`src/rtl/demux_1a3_reg_if.sv`:
```
// Handshake bundle for the registered 1-to-3 demultiplexer: one producer stream in,
// three buffered consumer channels out, plus the discard counter.
interface demux_1a3_reg_if #(
    parameter int unsigned ANCHO     = 32,
    parameter int unsigned ANCHO_CNT = 8
);
    logic [ANCHO-1:0]     entrada;
    logic [1:0]           sel;
    logic                 entrada_valida;
    logic                 entrada_lista;
    logic [ANCHO-1:0]     salida_a;
    logic                 valida_a;
    logic                 lista_a;
    logic [ANCHO-1:0]     salida_b;
    logic                 valida_b;
    logic                 lista_b;
    logic [ANCHO-1:0]     salida_c;
    logic                 valida_c;
    logic                 lista_c;
    logic [ANCHO_CNT-1:0] descartes;

    // Producer and consumers together drive the block from this side.
    modport master (
        output entrada, sel, entrada_valida, lista_a, lista_b, lista_c,
        input  entrada_lista, salida_a, valida_a, salida_b, valida_b, salida_c, valida_c,
               descartes
    );

    modport slave (
        input  entrada, sel, entrada_valida, lista_a, lista_b, lista_c,
        output entrada_lista, salida_a, valida_a, salida_b, valida_b, salida_c, valida_c,
               descartes
    );
endinterface

```
`src/rtl/demux_1a3_reg.sv`:
```
// Registered 1-to-3 demultiplexer: steers each accepted word into one of three
// single-entry buffers by sel; sel=3 discards the word and bumps a saturating counter.
module demux_1a3_reg #(
    parameter int unsigned ANCHO     = 32,
    parameter int unsigned ANCHO_CNT = 8
) (
    input logic           clk,
    input logic           rst,
    demux_1a3_reg_if.slave bus
);
    logic [2:0]           valida_q, valida_d;
    logic [2:0]           lista;
    logic [2:0]           carga;
    logic [2:0]           drena;
    logic [ANCHO-1:0]     salida_q [3];
    logic [ANCHO-1:0]     salida_d [3];
    logic [ANCHO_CNT-1:0] descartes_q, descartes_d;
    logic                 listo;
    logic                 acepta;

    assign lista = {bus.lista_c, bus.lista_b, bus.lista_a};

    // A full buffer can still accept when its consumer drains in the same cycle.
    always_comb begin
        listo = 1'b1;
        case (bus.sel)
            2'd0:    listo = !valida_q[0] || lista[0];
            2'd1:    listo = !valida_q[1] || lista[1];
            2'd2:    listo = !valida_q[2] || lista[2];
            default: listo = 1'b1;
        endcase
    end

    assign acepta = bus.entrada_valida && listo;

    always_comb begin
        carga    = '0;
        drena    = '0;
        valida_d = valida_q;
        for (int i = 0; i < 3; i++) begin
            salida_d[i] = salida_q[i];
        end
        for (int i = 0; i < 3; i++) begin
            carga[i]    = acepta && (bus.sel == 2'(i));
            drena[i]    = valida_q[i] && lista[i];
            valida_d[i] = carga[i] || (valida_q[i] && !drena[i]);
            if (carga[i]) begin
                salida_d[i] = bus.entrada;
            end
        end
    end

    always_comb begin
        descartes_d = descartes_q;
        if (acepta && (bus.sel == 2'd3) && (descartes_q != {ANCHO_CNT{1'b1}})) begin
            descartes_d = descartes_q + ANCHO_CNT'(1);
        end
    end

    always_ff @(posedge clk) begin
        if (rst) begin
            valida_q    <= '0;
            descartes_q <= '0;
            for (int i = 0; i < 3; i++) begin
                salida_q[i] <= '0;
            end
        end else begin
            valida_q    <= valida_d;
            descartes_q <= descartes_d;
            for (int i = 0; i < 3; i++) begin
                salida_q[i] <= salida_d[i];
            end
        end
    end

    assign bus.entrada_lista = listo;
    assign bus.salida_a      = salida_q[0];
    assign bus.salida_b      = salida_q[1];
    assign bus.salida_c      = salida_q[2];
    assign bus.valida_a      = valida_q[0];
    assign bus.valida_b      = valida_q[1];
    assign bus.valida_c      = valida_q[2];
    assign bus.descartes     = descartes_q;
endmodule

```
`src/flat_wrapper.sv`:
```
// flat-port wrapper written by rule: the top's interface ports become plain ports
module demux_1a3_reg_flat 
#(
    parameter int unsigned ANCHO     = 32,
    parameter int unsigned ANCHO_CNT = 8
)
  (clk, rst, bus_entrada, bus_sel, bus_entrada_valida, bus_lista_a, bus_lista_b, bus_lista_c, bus_entrada_lista, bus_salida_a, bus_valida_a, bus_salida_b, bus_valida_b, bus_salida_c, bus_valida_c, bus_descartes);
  demux_1a3_reg_if #(.ANCHO(ANCHO), .ANCHO_CNT(ANCHO_CNT)) bus_i ();
  input logic clk;
  input logic rst;
  input wire logic [$bits(bus_i.entrada)-1:0] bus_entrada;
  input wire logic [$bits(bus_i.sel)-1:0] bus_sel;
  input wire logic [$bits(bus_i.entrada_valida)-1:0] bus_entrada_valida;
  input wire logic [$bits(bus_i.lista_a)-1:0] bus_lista_a;
  input wire logic [$bits(bus_i.lista_b)-1:0] bus_lista_b;
  input wire logic [$bits(bus_i.lista_c)-1:0] bus_lista_c;
  output wire logic [$bits(bus_i.entrada_lista)-1:0] bus_entrada_lista;
  output wire logic [$bits(bus_i.salida_a)-1:0] bus_salida_a;
  output wire logic [$bits(bus_i.valida_a)-1:0] bus_valida_a;
  output wire logic [$bits(bus_i.salida_b)-1:0] bus_salida_b;
  output wire logic [$bits(bus_i.valida_b)-1:0] bus_valida_b;
  output wire logic [$bits(bus_i.salida_c)-1:0] bus_salida_c;
  output wire logic [$bits(bus_i.valida_c)-1:0] bus_valida_c;
  output wire logic [$bits(bus_i.descartes)-1:0] bus_descartes;
  assign bus_i.entrada = bus_entrada;
  assign bus_i.sel = bus_sel;
  assign bus_i.entrada_valida = bus_entrada_valida;
  assign bus_i.lista_a = bus_lista_a;
  assign bus_i.lista_b = bus_lista_b;
  assign bus_i.lista_c = bus_lista_c;
  assign bus_entrada_lista = bus_i.entrada_lista;
  assign bus_salida_a = bus_i.salida_a;
  assign bus_valida_a = bus_i.valida_a;
  assign bus_salida_b = bus_i.salida_b;
  assign bus_valida_b = bus_i.valida_b;
  assign bus_salida_c = bus_i.salida_c;
  assign bus_valida_c = bus_i.valida_c;
  assign bus_descartes = bus_i.descartes;
  demux_1a3_reg #(.ANCHO(ANCHO), .ANCHO_CNT(ANCHO_CNT)) u_core (.clk(clk), .rst(rst), .bus(bus_i));
endmodule
```
`config.mk`:
```
export PLATFORM = sky130hd
export DESIGN_NAME = demux_1a3_reg_flat
export DESIGN_NICKNAME = d
export VERILOG_FILES = /design/src/rtl/demux_1a3_reg_if.sv /design/src/rtl/demux_1a3_reg.sv /design/src/flat_wrapper.sv
export SDC_FILE = /design/constraint.sdc
export NUM_CORES = 1
export LEC_CHECK = 0
export BUFFER_PORTS_ARGS = -buffer_cell sky130_fd_sc_hd__buf_2
export CAP_MARGIN = 0
export CORE_MARGIN = 3
export CORE_UTILIZATION = 54
export CTS_CLUSTER_SIZE = 30
export DETAILED_ROUTE_END_ITERATION = 8
export PLACE_DENSITY = 0.86
export SYNTH_ARGS = -nofsm -noshare
export SYNTH_HDL_FRONTEND = slang
export SYNTH_SLANG_ARGS = --single-unit
```
`constraint.sdc`:
```
create_clock -name clk -period 3.4 [get_ports clk]
set_input_delay 0.34 -clock clk [delete_from_list [all_inputs] [get_ports clk]]
set_output_delay 0.34 -clock clk [all_outputs]
set_load 0.05 [all_outputs]
```
# Word level (Yosys, flattened, before mapping)
# Memories as Yosys holds them, arrays and structs flattened.
# Cells that the tools add are included.
[classes] eq_ne=4 reduce_logical=25 addsub=1 n_bitwise=3 n_mux=10
[ops] operator="2-to-1 mux 32 bit" count=6
[ops] operator="logical AND 1 bit" count=12
[ops] operator="adder 8 x 1 -> 8 bit (second input constant)" count=1
[ops] operator="!= test 8 bit (second input constant)" count=1
[ops] operator="zero test 1 bit" count=6
[ops] operator="logical OR 1 bit" count=6
[ops] operator="equality test 2 bit (second input constant)" count=2
[ops] operator="2-to-1 mux 1 bit" count=3
[ops] operator="bitwise OR 1 bit" count=3
[ops] operator="one-hot mux 1 bit (3 select lines)" count=1
[ops] operator="equality test 2 x 1 -> 1 bit (second input constant)" count=1
[ops] operator="zero test 2 bit" count=1
[totals] mem_bits_rw=96 input_bits=40 mem_count=1 ff_bits=11
[memory_table] memory="u_core.salida_q" words=3 word_bits=32 rd=3 rd_clocked_by_memory_dff=0 wr=3 line="demux_1a3_reg.sv:15" rtl="logic [ANCHO-1:0] salida_q [3];"

# Depth between registers and ports, before layout
# Gate-level depths: netlist of run 1.
[depth] ltp_word=7 depth_mapped=6 ltp_nobuf=4

# Worst setup path before layout of run 1
# No wires, ideal clock.
[synth_path] kind="reg2out" startpoint="register u_core.valida_q[0]" endpoint="output port bus_entrada_lista" stages_incl_launch_ff=5 required_ps=3060 slack_ps=1086 path_buffers=1 arrival_ps=1974 cell_sequence="dfxtp_1 -> nand2b_1 -> clkbuf_1 -> mux2i_1 -> o21ai_0"
[synth_via] elab_chain_cells=3
[synth_lines] item="start: declaration" line="demux_1a3_reg.sv:11" rtl="logic [2:0] valida_q, valida_d;"
[synth_lines] item="start signal: assignment" line="demux_1a3_reg.sv:68" rtl="valida_q <= valida_d;"
[synth_lines] item="zero test 1 bit" line="demux_1a3_reg.sv:27" rtl="2'd0: listo = !valida_q[0] || lista[0];"
[synth_lines] item="logical OR 1 bit" line="demux_1a3_reg.sv:27"
[synth_lines] item="one-hot mux 1 bit (3 select lines)" line="demux_1a3_reg.sv:26" rtl="case (bus.sel)"
[synth_lines] item="end: declaration" line="flat_wrapper.sv:17" rtl="output wire logic [$bits(bus_i.entrada_lista)-1:0] bus_entrada_lista;"
# Every way passes these cells.

# Worst setup path in the final report of run 1
[layout_path] startpoint="register u_core.valida_q[1]" endpoint="output port bus_entrada_lista"
[layout_via] elab_chain_cells=3
[layout_lines] item="zero test 1 bit" line="demux_1a3_reg.sv:28" rtl="2'd1: listo = !valida_q[1] || lista[1];"
[layout_lines] item="logical OR 1 bit" line="demux_1a3_reg.sv:28"
[layout_lines] item="one-hot mux 1 bit (3 select lines)" line="demux_1a3_reg.sv:26"
# Every way passes these cells.

==> results of run 1 <==
## stage by stage
| step | power, uW | instances | setup slack [ns] | hold WS (ns) | instance area [um^2] |
|---|---|---|---|---|---|
| final | 2460 | 721 | 1.39 | 0.248 | 5120 |
| after floorplan | 1600 | 509 | 1.09 | 0.488 | 4340 |
| after global placement | 1690 | 706 | 1.35 | 0.449 | 4920 |
| after detailed placement | 1700 | 706 | 1.19 | 0.465 | 4920 |
| after CTS | 2460 | 721 | 1.40 | 0.241 | 5120 |
| after global routing | 2540 | 721 | 1.24 | 0.249 | 5120 |
## routing by layer
metal  wire length [um]  share of wire [%]  up-vias
met2               6230                 49      213
met3               1050                8.2       25
met1               5310                 41     2117
met5                  0                  0        -
li1                   -                  -     2047
met4                245                1.9        0
## report_power, final
part	total (uW)	internal (uW)	switching, uW
Combinational	359	83.3	276
Clock	787	380	407
Sequential	1310	1290	21.9
Total	2460	1760	705
## sequential cells by signal (all words and copies together), names as in the netlist
name and count:
u_core.bus.descartes 8, u_core.salida_q 96, u_core.valida_q 3
## synthesized netlist by cell type (2+ instances only)
library cell  count  area share [%]
dfxtp_1         107              49
a21oi_1         102              12
nand3_1          99              11
o21ai_0          69             8.0
clkbuf_1         26             2.2
o21ai_1          25             2.9
buf_6            10             2.6
buf_4             8             1.4
nor2b_1           6            0.86
buf_1             5            0.43
buf_2             5            0.58
nand2b_1          5            0.72
a211oi_1          4            0.69
nor2_1            4            0.35
o21ai_2           4            0.81
mux2_2            3            0.78
a31oi_1           2            0.29
and2_1            2            0.29
and3b_2           2            0.46
and4_1            2            0.40
clkbuf_2          2            0.23
mux2i_1           2            0.46
nand3b_1          2            0.35
## worst min path at each step
stage                           start                     end  slack, ns
2_1_floorplan          bus_entrada[0]   u_core.salida_q[0][0]       0.49
3_3_place_gp   u_core.salida_q[0][14]  u_core.salida_q[0][14]       0.45
3_5_place_dp   u_core.salida_q[0][54]  u_core.salida_q[0][54]       0.47
4_1_cts               bus_entrada[20]  u_core.salida_q[0][84]       0.24
5_1_grt                bus_entrada[9]  u_core.salida_q[0][73]       0.25
6_report              bus_entrada[20]  u_core.salida_q[0][84]       0.25
## critical path: stages (launching register included)
cell and delay, ns:
dfxtp_1 0.33, nand2b_1 0.07, buf_4 0.34, mux2i_1 0.12, o21ai_0 0.15, buf_2 0.29
## layout by cell type, fill, tap and decap left out, drive strengths merged, types with 2 or more instances in the layout
master | synthesis | layout
buf | 28 | 151
dfxtp | 107 | 107
a21oi | 102 | 102
nand3 | 99 | 99
o21ai | 98 | 98
clkbuf | 28 | 12
nor2b | 6 | 6
nand2b | 5 | 5
nor2 | 4 | 4
a211oi | 4 | 4
mux2 | 3 | 3
and3b | 3 | 3
and4 | 3 | 3
mux2i | 2 | 2
nand3b | 2 | 2
a31oi | 2 | 2
and2 | 2 | 2
and3 | 2 | 2
## cells by family (layout without fill, tap and decap cells)
logic type                 count (synthesis)  after routing
adders and majority gates                  1              1
AOI/OAI and AO/OA                        209            209
DFF                                      107            107
buffers and inverters                     56            166
muxes                                      5              5
and+or+nand+nor                          131            131
## final cells by class
cell class,instances,area share [%]
Tap cell,102,2.49
Clock inverter,3,0.904
Clock buffer,12,3.03
Sequential cell,107,41.8
Multi-Input combinational cell,346,36.7
Timing Repair Buffer,151,15.0
==> results.md, run 1 <==
* GRT Resource Usage Total at 27.6%
* Fin util at 65.9%
* TritonCTS Buffers at 9
* Mean post-synth cell area at 8.53 um^2
* Final Hold Viols at 0
* Pre-antenna DRT Iters at 5
* Largest family of logic cells by synthesized area: compound AO/OA/AOI/OAI gates
* Clock-pin slew on the worst setup and hold paths at 0.10 ns
* Register bit total from synthesis at 107
* I/O Pins at 148
* Die Height at 95.7 um
* Startpoint Class: register
* Mapped Area at 4340 um^2
* Primary FF master, synth: dfxtp_1
* GR Layer Usage met1 at 36.8%
* Status: complete, no violations
* Multi-input logic area at 1880 um^2
* RSZ-0062 raised after global routing: false
* Latest clock arrival within the worst-skew pair at 0.36 ns
* Setup repair bufs after CTS at 0
* PwrDens at 480 nW/um^2
* Post-CTS sizing at 0
* GR Layer Usage met2 at 44.2%
* Max-cap viol count at 0
* Post-synthesis mux area share at 1.24%
* XOR/XNOR Fraction of Synth Area at 0%
* Clk sinks at 107
* Final slew viol count at 0
* Vias at 4402
* Final setup viols at 0
* # port buffers at 147
* Die W at 95.7 um
* Worst r2r dst: u_core.salida_q[0][10]
* # rows at 32
* Routed vias/inst at 6.11
* Worst Hold Class: in2reg
* ANT cells at 0
* Filler Cell Count at 673
* Setup TNS at 0 ns
* Final ANT Viol Nets at 0
* Die area at 9150 um^2
* DP Wirelength at 8.49 mm
* Routability Congestion at 0.844
* Period utilization at 59.1%
* CP endpoint kind: output port
* Post-route DRC violation count at 0
* Syn_nets at 550
* WL final at 12.8 mm
* Share of cells above drive strength 1 at 29.1%
* Seq/Total Area, Yosys at 49.3%
* Post-Synth Simple-Gate Area at 16.7%
* Worst-margin pin slew at 1.20 ns
* Routed WL per cell at 17.8 um
* Crit Path Category: reg2out
* TritonCTS clock tree: built
* Post-synth cell types at 36
* Core Footprint at 7770 um^2
* Mapped Cells at 509
* CP endpoint: bus_entrada_lista
* Synth Area in Compound Gates at 25.0%
* First-pass GRT wire length at 19.7 mm
* GR peak layer: met2
* EDFF count, synth at 0
* Global route overflow at 0
* Starting Density at 55.9%
* Setup crit start: u_core.valida_q[1]
* Arrival time of the worst setup path at 1.67 ns
* Sequential Area at 2140 um^2
* CTS max path bufs at 2
* Layout Nets at 656
* Clk root buf: clkbuf_8
* Drt initial violations at 373
* CP required at 3.06 ns
* Minimum clock period at 2.01 ns
* Layout overhead on the synthesized area at 17.9%
* Maximum VDD drop at 0.219 mV
* Leakage at 0.00212 uW
* H-Tree Depth at 3
* M3 GR Usage at 4.50%
* Reg2reg start: u_core.valida_q[0]
* Final Skew at 0.0101 ns
* Post-Synth Adder-Cell Area at 0.288%
* Max_slew headroom at 19.6%
* Crit Path Max Fanout at 34
* Async set-reset flop share out of synthesis at 0%
* Vias in the first global route at 3954
* Cts hold-fix bufs at 0
* Worst Reg2Reg Path Length in Cells at 3
* Warnings, synthesis at 0
* Peak Freq at 497 MHz
* Initial antenna violation count at 0
* Hold depth at 3
* Largest net degree at the start of global routing at 112
* R2r setup slk at 1.54 ns
Power figures use the tool's default switching activity.
==> inputs of run 2 (changes only) <==
--- a/config.mk
+++ b/config.mk
@@ -8,10 +8,10 @@
 export BUFFER_PORTS_ARGS = -buffer_cell sky130_fd_sc_hd__buf_2
 export CAP_MARGIN = 0
 export CORE_MARGIN = 3
-export CORE_UTILIZATION = 54
+export CORE_UTILIZATION = 45
 export CTS_CLUSTER_SIZE = 30
 export DETAILED_ROUTE_END_ITERATION = 8
-export PLACE_DENSITY = 0.86
+export PLACE_DENSITY = 0.77
 export SYNTH_ARGS = -nofsm -noshare
 export SYNTH_HDL_FRONTEND = slang
 export SYNTH_SLANG_ARGS = --single-unit
==> constraint.sdc (replaced) <==
create_clock -name clk -period 1.67 [get_ports clk]
set_input_delay 0.167 -clock clk [delete_from_list [all_inputs] [get_ports clk]]
set_output_delay 0.167 -clock clk [all_outputs]
set_load 0.05 [all_outputs]
==> results.md, run 2 (same netlist as run 1, synthesis figures left out) <==
* WL final at 12.6 mm (was 12.8 mm)
* Die W at 104 um (was 95.7 um)
* Fin util at 57.0% (was 65.9%)
* Clk sinks at 107 (unchanged)
* Final setup viols at 0 (unchanged)
* First-pass GRT wire length at 20.0 mm (was 19.7 mm)
* Switch share at 29.6% (was 28.7%)
* Die Height at 104 um (was 95.7 um)
* Most flops, register: u_core.salida_q (unchanged)
* Clock-pin slew on the worst setup and hold paths at 0.11 ns (was 0.10 ns)
* Crit Path Category: reg2reg (was reg2out)
* Die area at 10900 um^2 (was 9150 um^2)
* Crit Path Max Fanout at 6 (was 34)
* Worst-margin pin slew at 0.494 ns (was 1.20 ns)
* RSZ-0062 raised after global routing: true (was false)
* # rows at 35 (was 32)
* # port buffers at 147 (unchanged)
* Setup repair bufs after CTS at 0 (unchanged)
* Worst Hold Class: in2reg (unchanged)
* Multi-input logic area at 1890 um^2 (was 1880 um^2)
* Leading cell types in the layout, fill and taps excluded: buf_2, dfxtp_1, a21oi_1 (unchanged)
* Starting Density at 46.6% (was 55.9%)
* Largest net degree at the start of global routing at 53 (was 112)
* Latest clock arrival within the worst-skew pair at 0.36 ns (about the same)
* CTS max path bufs at 2 (unchanged)
* Final slew viol count at 0 (unchanged)
* Filler Cell Count at 869 (was 673)
* Sequential Area at 2140 um^2 (about the same)
* Vias in the first global route at 3971 (was 3954)
* Post-route setup slack at 0.0602 ns (was 1.39 ns)
* Vias at 4303 (was 4402)
* Combinational power share at 14.8% (was 14.6%)
* PwrDens at 954 nW/um^2 (was 480 nW/um^2)
* Routability Congestion at 0.931 (was 0.844)
* Commonest non-fill, non-tap cell in the layout: buf_2 (unchanged)
* Maximum VDD drop at 0.462 mV (was 0.219 mV)
* CP endpoint kind: register (was output port)
* Period utilization at 96.4%
* Min Hold Slack at 0.0691 ns (was 0.248 ns)
* CP required at 1.91 ns (was 3.06 ns)
* Minimum clock period at 1.61 ns
* Share of cells above drive strength 1 at 31.7% (was 29.1%)
* Clock power frac at 32.5% (was 32.0%)
* Seq pwr share at 52.7% (was 53.4%)
* Final ANT Viol Nets at 0 (unchanged)
* ANT cells at 0 (unchanged)
* Setup TNS at 0 ns (unchanged)
* Post-CTS sizing at 0 (unchanged)
* Internal power at 3570 uW (was 1760 uW)
* Overall Power at 5070 uW (was 2460 uW)
* Layout Nets at 673 (was 656)
* Initial antenna violation count at 0 (unchanged)
* Peak Freq at 621 MHz
* Layout overhead on the synthesized area at 22.5% (was 17.9%)
* TritonCTS clock tree: built (unchanged)
* TritonCTS Buffers at 9 (unchanged)
* Leakage at 0.00222 uW (was 0.00212 uW)
* Max FFs per register at 96 (unchanged)
* Startpoint Class: register (unchanged)
* GRT Resource Usage Total at 22.4% (was 27.6%)
* Routed vias/inst at 5.62 (was 6.11)
* H-Tree Depth at 3 (unchanged)
* Clk root buf: clkbuf_8 (unchanged)
* DP Wirelength at 9.06 mm (was 8.49 mm)
* Sw power at 1500 uW (was 705 uW)
* Global route overflow at 0 (unchanged)
* Post-route DRC violation count at 0 (unchanged)
* Arrival time of the worst setup path at 1.85 ns (was 1.67 ns)
* Status: complete, no violations (unchanged)
* Max-cap viol count at 0 (unchanged)
* Routed WL per cell at 16.4 um (was 17.8 um)
* Core Footprint at 9330 um^2 (was 7770 um^2)
* I/O Pins at 148 (unchanged)
* Pre-CTS setup slack at 0.0609 ns (was 1.19 ns)
* Max_slew headroom at 67.1% (was 19.6%)
* Final Hold Viols at 0 (unchanged)
* Final Skew at 0.0136 ns (was 0.0101 ns)
* Drt initial violations at 265 (was 373)
* Pre-antenna DRT Iters at 5 (unchanged)
* Cts hold-fix bufs at 0 (unchanged)
run 2: cell types whose count changed in the layout (fill, tap and decap cells not counted):
cell / before / now
dfxtp_1: 107 / 105
clkbuf_1: 1 / 0
o21ai_2: 4 / 5
clkinv_2: 0 / 1
o21ai_0: 69 / 68
buf_12: 0 / 2
buf_4: 5 / 20
dfxtp_2: 0 / 2
clkbuf_8: 11 / 10
inv_6: 1 / 3
run 2: path summary, 6_finish.rpt:
path	start	end	slack, ns	depth (start not counted)
max	u_core.bus.descartes[0]	u_core.bus.descartes[0]	0.06	4
min	bus_entrada[1]	u_core.salida_q[0][65]	0.07	3
max reg2reg	u_core.bus.descartes[0]	u_core.bus.descartes[0]	0.06	4
min reg2reg	u_core.salida_q[0][30]	u_core.salida_q[0][30]	0.47	2
run 2: power by group through the flow:
stage                     registers, uW  clock network (uW)  logic, uW
after floorplan                    3010                   0        260
after global placement             2730                   0        741
after detailed placement           2730                   0        751
after CTS                          2670                1670        752
after global routing               2680                1790        799
final                              2670                1650        753
run 2: metrics by stage:
| step | cells | instance area, um^2 |
|---|---|---|
| floorplan | 509 | 4350 |
| global placement | 750 | 5110 |
| detailed placement | 750 | 5110 |
| CTS | 766 | 5320 |
| global route | 766 | 5320 |
| finish | 766 | 5320 |
run 2: routing by layer:
metal	GRT usage (%)	wire, um	vias to the layer above
li1	-	-	2085
met5	0	0	-
met3	4.10	893	25
met4	6.93	286	0
met2	36.3	5960	199
met1	30.4	5430	1994
run 2: worst max-delay path: stages, from the launching register on:
cell	delay (ns)
dfxtp_2	0.36
ha_1	0.26
and4_1	0.28
a21oi_1	0.24
mux2_2	0.36
run 2: cell type report:
cell class | count | area share, %
multi-input combinational | 346 | 35.5
tap | 129 | 3.03
sequential | 107 | 40.3
clock inverter | 6 | 1.29
timing repair buffer | 168 | 17.3
clock buffer | 10 | 2.59
